`config.mk`:
```
export PLATFORM = sky130hd
export DESIGN_NAME = alu_fifo_pipeline
export DESIGN_NICKNAME = d
export VERILOG_FILES = /design/src/rtl/alu_fifo_pipeline.sv
export SDC_FILE = /design/constraint.sdc
export NUM_CORES = 1
export LEC_CHECK = 0
export CORE_MARGIN = 2
export CORE_UTILIZATION = 55
export DETAILED_ROUTE_END_ITERATION = 10
export GPL_ROUTABILITY_DRIVEN = 0
export GPL_TIMING_DRIVEN = 1
export PLACE_DENSITY = 0.83
export SETUP_SLACK_MARGIN = 0.15
export SYNTH_ARGS = -nofsm -noshare
export SYNTH_HDL_FRONTEND = slang
export SYNTH_SLANG_ARGS = --single-unit
```
`constraint.sdc`:
```
create_clock -name clk_i -period 5.1 [get_ports clk_i]
set_input_delay 0.765 -clock clk_i [delete_from_list [all_inputs] [get_ports clk_i]]
set_output_delay 0.765 -clock clk_i [all_outputs]
set_load 0.02 [all_outputs]
```
`src/rtl/alu_fifo_pipeline.sv`:
```
// Multi-operation ALU fed by three show-ahead input FIFOs (A, B, opcode) and
// draining through a one-entry result stage into an output FIFO with flags.

module alu_fifo_pipeline_fifo #(
  parameter int DATA_W = 8,
  parameter int DEPTH  = 4,
  parameter int CNT_W  = $clog2(DEPTH) + 1
) (
  input  logic              clk,
  input  logic              rst,
  input  logic              push,
  input  logic [DATA_W-1:0] push_data,
  input  logic              pop,
  output logic [DATA_W-1:0] head,
  output logic [CNT_W-1:0]  count
);
  localparam int PTR_W = $clog2(DEPTH);
  localparam logic [CNT_W-1:0] FULL_CNT = CNT_W'(DEPTH);

  logic [DATA_W-1:0] mem [DEPTH];
  logic [PTR_W-1:0]  wr_ptr;
  logic [PTR_W-1:0]  rd_ptr;
  logic              push_ok;
  logic              pop_ok;

  // Full refuses a push even if a pop happens in the same cycle.
  assign push_ok = push && (count != FULL_CNT);
  assign pop_ok  = pop && (count != '0);
  assign head    = mem[rd_ptr];

  always_ff @(posedge clk) begin
    if (rst) begin
      wr_ptr <= '0;
      rd_ptr <= '0;
      count  <= '0;
    end else begin
      if (push_ok) wr_ptr <= wr_ptr + 1'b1;
      if (pop_ok)  rd_ptr <= rd_ptr + 1'b1;
      case ({push_ok, pop_ok})
        2'b10:   count <= count + 1'b1;
        2'b01:   count <= count - 1'b1;
        default: count <= count;
      endcase
    end
  end

  always_ff @(posedge clk) begin
    if (push_ok && !rst) mem[wr_ptr] <= push_data;
  end
endmodule

module alu_fifo_pipeline #(
  parameter int DATA_W = 8,
  parameter int DEPTH  = 4,
  parameter int CNT_W  = $clog2(DEPTH) + 1
) (
  input  logic              clk_i,
  input  logic              rst_i,
  input  logic [DATA_W-1:0] a_data,
  input  logic              a_valid,
  output logic              a_ready,
  input  logic [DATA_W-1:0] b_data,
  input  logic              b_valid,
  output logic              b_ready,
  input  logic [2:0]        op_data,
  input  logic              op_valid,
  output logic              op_ready,
  output logic [DATA_W-1:0] res_data,
  output logic [2:0]        res_flags,
  output logic              res_valid,
  input  logic              res_ready,
  output logic [CNT_W-1:0]  a_count,
  output logic [CNT_W-1:0]  b_count,
  output logic [CNT_W-1:0]  out_count
);
  localparam int SH_W = $clog2(DATA_W);
  localparam logic [CNT_W-1:0] FULL_CNT = CNT_W'(DEPTH);

  // Packs {ovf, carry, zero, result}; ovf uses explicitly signed widened sums.
  function automatic logic [DATA_W+2:0] alu_eval(input logic [DATA_W-1:0] a,
                                                 input logic [DATA_W-1:0] b,
                                                 input logic [2:0]        op);
    logic        [DATA_W:0]   wide;
    logic signed [DATA_W:0]   s_wide;
    logic        [DATA_W-1:0] r;
    logic                     carry;
    logic                     ovf;
    wide   = '0;
    s_wide = '0;
    r      = '0;
    carry  = 1'b0;
    ovf    = 1'b0;
    case (op)
      3'd0: begin
        wide   = {1'b0, a} + {1'b0, b};
        s_wide = $signed({a[DATA_W-1], a}) + $signed({b[DATA_W-1], b});
        r      = wide[DATA_W-1:0];
        carry  = wide[DATA_W];
        ovf    = s_wide[DATA_W] != s_wide[DATA_W-1];
      end
      3'd1: begin
        wide   = {1'b0, a} - {1'b0, b};
        s_wide = $signed({a[DATA_W-1], a}) - $signed({b[DATA_W-1], b});
        r      = wide[DATA_W-1:0];
        carry  = wide[DATA_W];
        ovf    = s_wide[DATA_W] != s_wide[DATA_W-1];
      end
      3'd2:    r = a & b;
      3'd3:    r = a | b;
      3'd4:    r = a ^ b;
      3'd5:    r = a << b[SH_W-1:0];
      3'd6:    r = a >> b[SH_W-1:0];
      default: r = (a > b) ? a : b;
    endcase
    return {ovf, carry, (r == '0), r};
  endfunction

  logic [DATA_W-1:0] a_head;
  logic [DATA_W-1:0] b_head;
  logic [2:0]        op_head;
  logic [CNT_W-1:0]  op_count;
  logic [DATA_W+2:0] out_head;
  logic [DATA_W+2:0] alu_p0;
  logic [DATA_W-1:0] result_p1;
  logic [2:0]        flags_p1;
  logic              vld_p1;
  logic              drain;
  logic              fire;

  alu_fifo_pipeline_fifo #(.DATA_W(DATA_W), .DEPTH(DEPTH), .CNT_W(CNT_W)) u_a_fifo (
    .clk(clk_i), .rst(rst_i), .push(a_valid), .push_data(a_data),
    .pop(fire), .head(a_head), .count(a_count)
  );

  alu_fifo_pipeline_fifo #(.DATA_W(DATA_W), .DEPTH(DEPTH), .CNT_W(CNT_W)) u_b_fifo (
    .clk(clk_i), .rst(rst_i), .push(b_valid), .push_data(b_data),
    .pop(fire), .head(b_head), .count(b_count)
  );

  alu_fifo_pipeline_fifo #(.DATA_W(3), .DEPTH(DEPTH), .CNT_W(CNT_W)) u_op_fifo (
    .clk(clk_i), .rst(rst_i), .push(op_valid), .push_data(op_data),
    .pop(fire), .head(op_head), .count(op_count)
  );

  assign a_ready  = a_count != FULL_CNT;
  assign b_ready  = b_count != FULL_CNT;
  assign op_ready = op_count != FULL_CNT;

  // p0: join of the three FIFO heads; a slot frees up when the stage drains this cycle.
  assign drain  = vld_p1 && (out_count != FULL_CNT);
  assign fire   = (a_count != '0) && (b_count != '0) && (op_count != '0) && (!vld_p1 || drain);
  assign alu_p0 = alu_eval(a_head, b_head, op_head);

  always_ff @(posedge clk_i) begin
    if (rst_i)      vld_p1 <= 1'b0;
    else if (fire)  vld_p1 <= 1'b1;
    else if (drain) vld_p1 <= 1'b0;
  end

  // p1: registered result stage.
  always_ff @(posedge clk_i) begin
    if (fire) begin
      result_p1 <= alu_p0[DATA_W-1:0];
      flags_p1  <= alu_p0[DATA_W+2:DATA_W];
    end
  end

  alu_fifo_pipeline_fifo #(.DATA_W(DATA_W + 3), .DEPTH(DEPTH), .CNT_W(CNT_W)) u_out_fifo (
    .clk(clk_i), .rst(rst_i), .push(drain), .push_data({flags_p1, result_p1}),
    .pop(res_ready), .head(out_head), .count(out_count)
  );

  assign res_valid = out_count != '0;
  assign res_data  = res_valid ? out_head[DATA_W-1:0] : '0;
  assign res_flags = res_valid ? out_head[DATA_W+2:DATA_W] : 3'b000;
endmodule

```
Word level (Yosys, flattened, before mapping)
Memory sizes are Yosys's and may differ from the RTL's. A register that Yosys moved wholly into a read port is not among the register bits.
Cells that the tools add are included.
W data, S select, Z words.

operators by class
  add/sub/neg operators = 20
  $mul = 0
  divide/modulo/power cells = 0
  order comparisons = 1
  eq/ne operators = 20
  shifts and indexed selects = 2
  mux-type cells = 28
  bitwise operators = 3
  reduce and logical (&&, ||, !) cells = 30

operators by type and width
  kind                   count
  $pmux W8 S7            1
  $pmux W3 S2            4
  $add A8 B8 Y9          2
  $sub A8 B8 Y9          2
  $add A2 B1 Y2 const B  8
  $logic_and A1 B1 Y1    16
  $mux W2                8
  $mux W8                2
  $add A3 B1 Y3 const B  4
  $ne A3 B3 Y1 const B   4
  $reduce_bool A3 Y1     4
  $sub A3 B1 Y3 const B  4
  $mux W1                10
  $reduce_bool A2 Y1     5
  $eq A3 B3 Y1 const B   3
  $and A8 B8 Y8          1
  $eq A2 B1 Y1 const B   4
  $eq A2 B2 Y1 const B   4
  $gt A8 B8 Y1           1
  $logic_not A8 Y1       1
  $or A8 B8 Y8           1
  $shl A8 B3 Y8          1
  $shr A8 B3 Y8          1
  $xor A8 B8 Y8          1
  other kinds (8)        12

word-level totals
  bits in registers = 40
  bits in latches = 0
  memory bits (writable) = 120
  memory bits (read-only) = 0
  memories kept = 4

memory list
  name            depth  width  read ports  clocked after Yosys merged registers in  write ports  RTL line  text
  u_out_fifo.mem  4      11     1           1                                        1            20        logic [DATA_W-1:0] mem [DEPTH];
  u_a_fifo.mem    4      8      1           1                                        1            20
  u_b_fifo.mem    4      8      1           1                                        1            20
  u_op_fifo.mem   4      3      1           1                                        1            20

Logic depth before layout (Yosys ltp)
  word-level depth = 7
  mapped depth = 15
  depth with buffers taken out = 12

Cells and area by module
From an unflattened synthesis, not the netlist that was laid out.

unflattened totals
  cell total of the unflattened synthesis = 687
  area, all modules = 8822.2 um^2

by module, submodules not included
  module                                 times used  cells each  area each (um^2)  seq. area each (um^2)
  alu_fifo_pipeline_fifo (u_a_fifo ...)  2           92          1622.8            1141.1
  alu_fifo_pipeline                      1           331         2622.5            350.3
  alu_fifo_pipeline_fifo (u_out_fifo)    1           107         2053.2            1501.4
  alu_fifo_pipeline_fifo (u_op_fifo)     1           65          900.9             540.5

Worst setup path after synthesis
Ideal clock, no wire load.

  path kind = register -> register
  from = register with a tool-made name
  to = register flags_p1[0], data pin
  library setup time = 0.170 ns
  data arrival time = 3.286 ns
  slack = 1.644 ns
  stages on the path, launching flop included = 15
  path buffers = 4
  period minus slack after synthesis = 3.456 ns
  cell sequence = dfxtp_1 > buf_2 > mux4_2 > inv_1 > ha_1 > buf_2 > nor3b_1 > a211o_2 > and3b_1 > buf_4 > or2_1 > buf_6 > a2111oi_2 > o211ai_1 > nor4_2

RTL lines
  what                  RTL line  text
  end signal, assigned  164       flags_p1 <= alu_p0[DATA_W+2:DATA_W];
  end, declared         125       logic [2:0] flags_p1;

==> run_results.csv <==
group,metric,value,unit
synthesis,synth-seq-cells,168,
critical_path,max_stage_delay,730,ps
placement,port_buffers,48,
cts,clk_pin_slew,60,ps
sta,relSlewSlack,35.0,%
synthesis,yosys.area_share.adder,8.15,%
critical_path,critPathMaxFanout,15,
pwr,p_clk_share,29.7,%
layout,post-route-util,63.7,%
synthesis,synth.cells.most_frequent,"131 x edfxtp_1, 52 x nor2_1, 47 x inv_1",
floorplanning,std_cell_rows,45,
cts,holdBufCountCts,0,
floorplanning,die_h,129,um
synthesis,syn_area,0.00853,sq mm
pwr,powerDensity,434,mW/mm^2
routing,viasPerCell,6.15,
synthesis,synth-compound-area-share,9.19,%
layout,fillers,1112,
outcome,status,"finished, final reports clean",
synthesis,syn_area_per_cell,12.7,sq um
floorplanning,io_pins,49,
synthesis,ys_top_cells_by_area,"edfxtp_1 46%, dfxtp_1 8.7%, mux4_2 7.4%",
sta,worstMarginPinSlew,973,ps
placement,dp_cells,883,
pwr,p_int,2.83,mW
synthesis,yosys.area.top_type,"edfxtp_1",
synthesis,synth-xor-area-share,2.87,%
synthesis,synthCells,674,
pwr,seq_power_share,40.0,%
layout,final_nets,791,
layout,area_growth,13.5,%
cts,cts_made_buffers,17,
synthesis,synth_top_family_by_area,"simple AND/OR/NAND/NOR gates",
layout,drive_above_1_share,9.77,%
routing,dr.pass1.iters,6,
layout,stdcell_count,915,
critical_path,path_cells,"mux4_2, inv_1, ha_1, nor3_1, nand2_1, o32ai_2, or2_1, nor2_1, a2111oi_2, o211ai_1, nor4_2",
routing,drc,0,
synthesis,synthMuxAreaShare,10.3,%
sta,fin_crit,4120,ps
floorplanning,fp.coreArea,0.0152,sq mm
critical_path,endpoint_kind,"flip-flop",
pwr,p_sw_share,32.7,%
sta,hold_viol_final,0,
sta,rsz0062_at_grt,"false",
critical_path,start_kind,"flip-flop",
synthesis,syn-num-nets,751,
synthesis,async_reset_ff_share,0,%
sta,setup_tns,0,ps
layout,diodes,0,
synthesis,ys_seq_area_share,54.8,%
pwr,p_leak,3.42,nW
synthesis,yosysMostFrequentCell,"edfxtp_1",
cts,cts.sinks,168,
critical_path,crit_slowest_cell,"mux4_2",
pwr,ir_drop,0.274,mV
layout,multiInputGateArea,0.00353,sq mm
cts,cts_tree,"yes",
routing,avgRoutedWirePerCell,19.4,um
grt,grt.total_usage,23.0,%
placement,dpl.hpwl,12.7,mm
sta,fmax,243,MHz
cts,clockBufferDepth,2,
critical_path,path_class,"reg2reg",
floorplanning,initial_core_util,56.1,%
synthesis,synth-simple-area-share,10.8,%
grt,grt_remaining_overflow,0,
sta,fin_crit_sh,80.8,%
floorplanning,die_x,129,um
grt,grt_pass1_wl,29.2,mm
routing,ant_nets,0,
critical_path,crit_arrival,4380,ps
pwr,p_comb_share,30.3,%
routing,drt-initial-drc-count,454,
grt,grt_max_degree,34,
critical_path,cp.required,5360,ps
synthesis,synth_top_cell_area_share,46.1,%
routing,vias,5630,
synthesis,synthFlopType,"edfxtp_1",
grt,grt_antenna_before_repair,0,
worst_hold_path,min_path_type,"reg2reg",
sta,drv_slew,0,
cts,cts_resized,0,
synthesis,ys.warnings.count,0,
synthesis,synth_edf_count,131,
layout,regArea,0.00467,sq mm
synthesis,synth_cell_type_count,67,
sta,setup_viol,0,
cts,post_cts_buffers,0,
pwr,p_switching,1.37,mW
cts,clock_latency,440,ps
sta,fin_worst_skew,9.80,ps
grt,grt_pass1_vias,5706,
cts,htreeDepth,4,
job,maxCapViolations,0,
routing,routed_wl,17.8,mm
cts,root_buffer,"clkbuf_16",
floorplanning,dieArea,0.0165,sq mm
## flip-flops by register name, indices dropped and copies added (netlist names), 3 cells and up, named ones only
name	flops
u_a_fifo.mem	32
u_out_fifo.count	3
u_a_fifo.count	3
result_p1	8
flags_p1	3
u_b_fifo.count	3
u_b_fifo.mem	32
u_op_fifo.mem	12
u_op_fifo.count	3
u_out_fifo.mem	44
## path summary, 6_finish.rpt
check / start / endpoint / slack (ps) / depth (start not counted)
max: flip-flop / flags_p1[0] / 980 / 11
min: result_p1[5] / u_out_fifo.mem[1][5] / 500 / 0
max reg2reg: flip-flop / flags_p1[0] / 980 / 11
min reg2reg: result_p1[5] / u_out_fifo.mem[1][5] / 500 / 0
## cells in the final DEF, fill, tap and decap left out, types with 6 or more instances in the layout
cell             instances
mux2i_1                 18
nor2_1                  52
nand3_1                 14
or3_1                    9
o21ai_0                 12
clkbuf_16               17
xor2_1                  13
nor2b_1                  8
nand2_1                 43
a21oi_1                 37
edfxtp_1               131
mux4_2                  28
and2_1                  30
fa_1                     6
clkdlybuf4s50_1         48
dfxtp_1                 37
o211ai_1                10
xnor2_1                 15
nor3_1                  15
ha_1                    46
inv_1                   47
## worst max-delay path: cells and delay by family (launching register included)
family	cells	cell delay [ps]
simple gates	5	1020
compound gates	3	940
mux	1	730
flops	1	630
fa+ha+maj	1	350
buf+inv	1	260
## stage by stage
step                      setup WS (ps)  power [mW]  hold slack [ps]  area [sq um]
after floorplan                    1640        2.62              459          8530
after global placement             1200        2.88              467          9100
after detailed placement           1080        2.94              481          9100
after CTS                          1020        4.19              495          9680
after global routing                609        4.40              512          9680
final                               981        4.20              498          9680
## routing by layer
| layer | global-route usage [%] | wire length, um | up-vias |
|---|---|---|---|
| met1 | 27.9 | 7150 | 2739 |
| met4 | 10.7 | 585 | 0 |
| met5 | 0 | 0 | - |
| met3 | 5.45 | 1210 | 67 |
| met2 | 39.3 | 8850 | 261 |
| li1 | - | - | 2563 |
## cell families (layout without fill, tap and decap cells)
group	count (synthesis)	count (layout)
muxes	51	51
buffers and inverters	76	129
AOI/OAI and AO/OA	111	111
DFF	168	168
and+or+nand+nor	188	188
xor gates and xnor gates	28	28
adders and majority gates	52	52
## cell type report
| type | instances | share of cell area (%) |
|---|---|---|
| flip-flops and latches | 168 | 48.3 |
| multi-input cells | 430 | 36.4 |
| repair buffers | 49 | 5.04 |
| clock buffers | 18 | 4.43 |
| well taps | 188 | 2.43 |
| inverters | 48 | 1.86 |
| clock inverters | 14 | 1.54 |
## power groups by stage
stage / registers [mW] / clock network, mW / logic [mW]
finish: 1.68 / 1.25 / 1.27
global route: 1.70 / 1.32 / 1.38
CTS: 1.68 / 1.27 / 1.24
detailed placement: 1.71 / 0 / 1.23
global placement: 1.70 / 0 / 1.19
floorplan: 1.69 / 0 / 0.933
No activity file was read; power rests on OpenSTA's default activity.
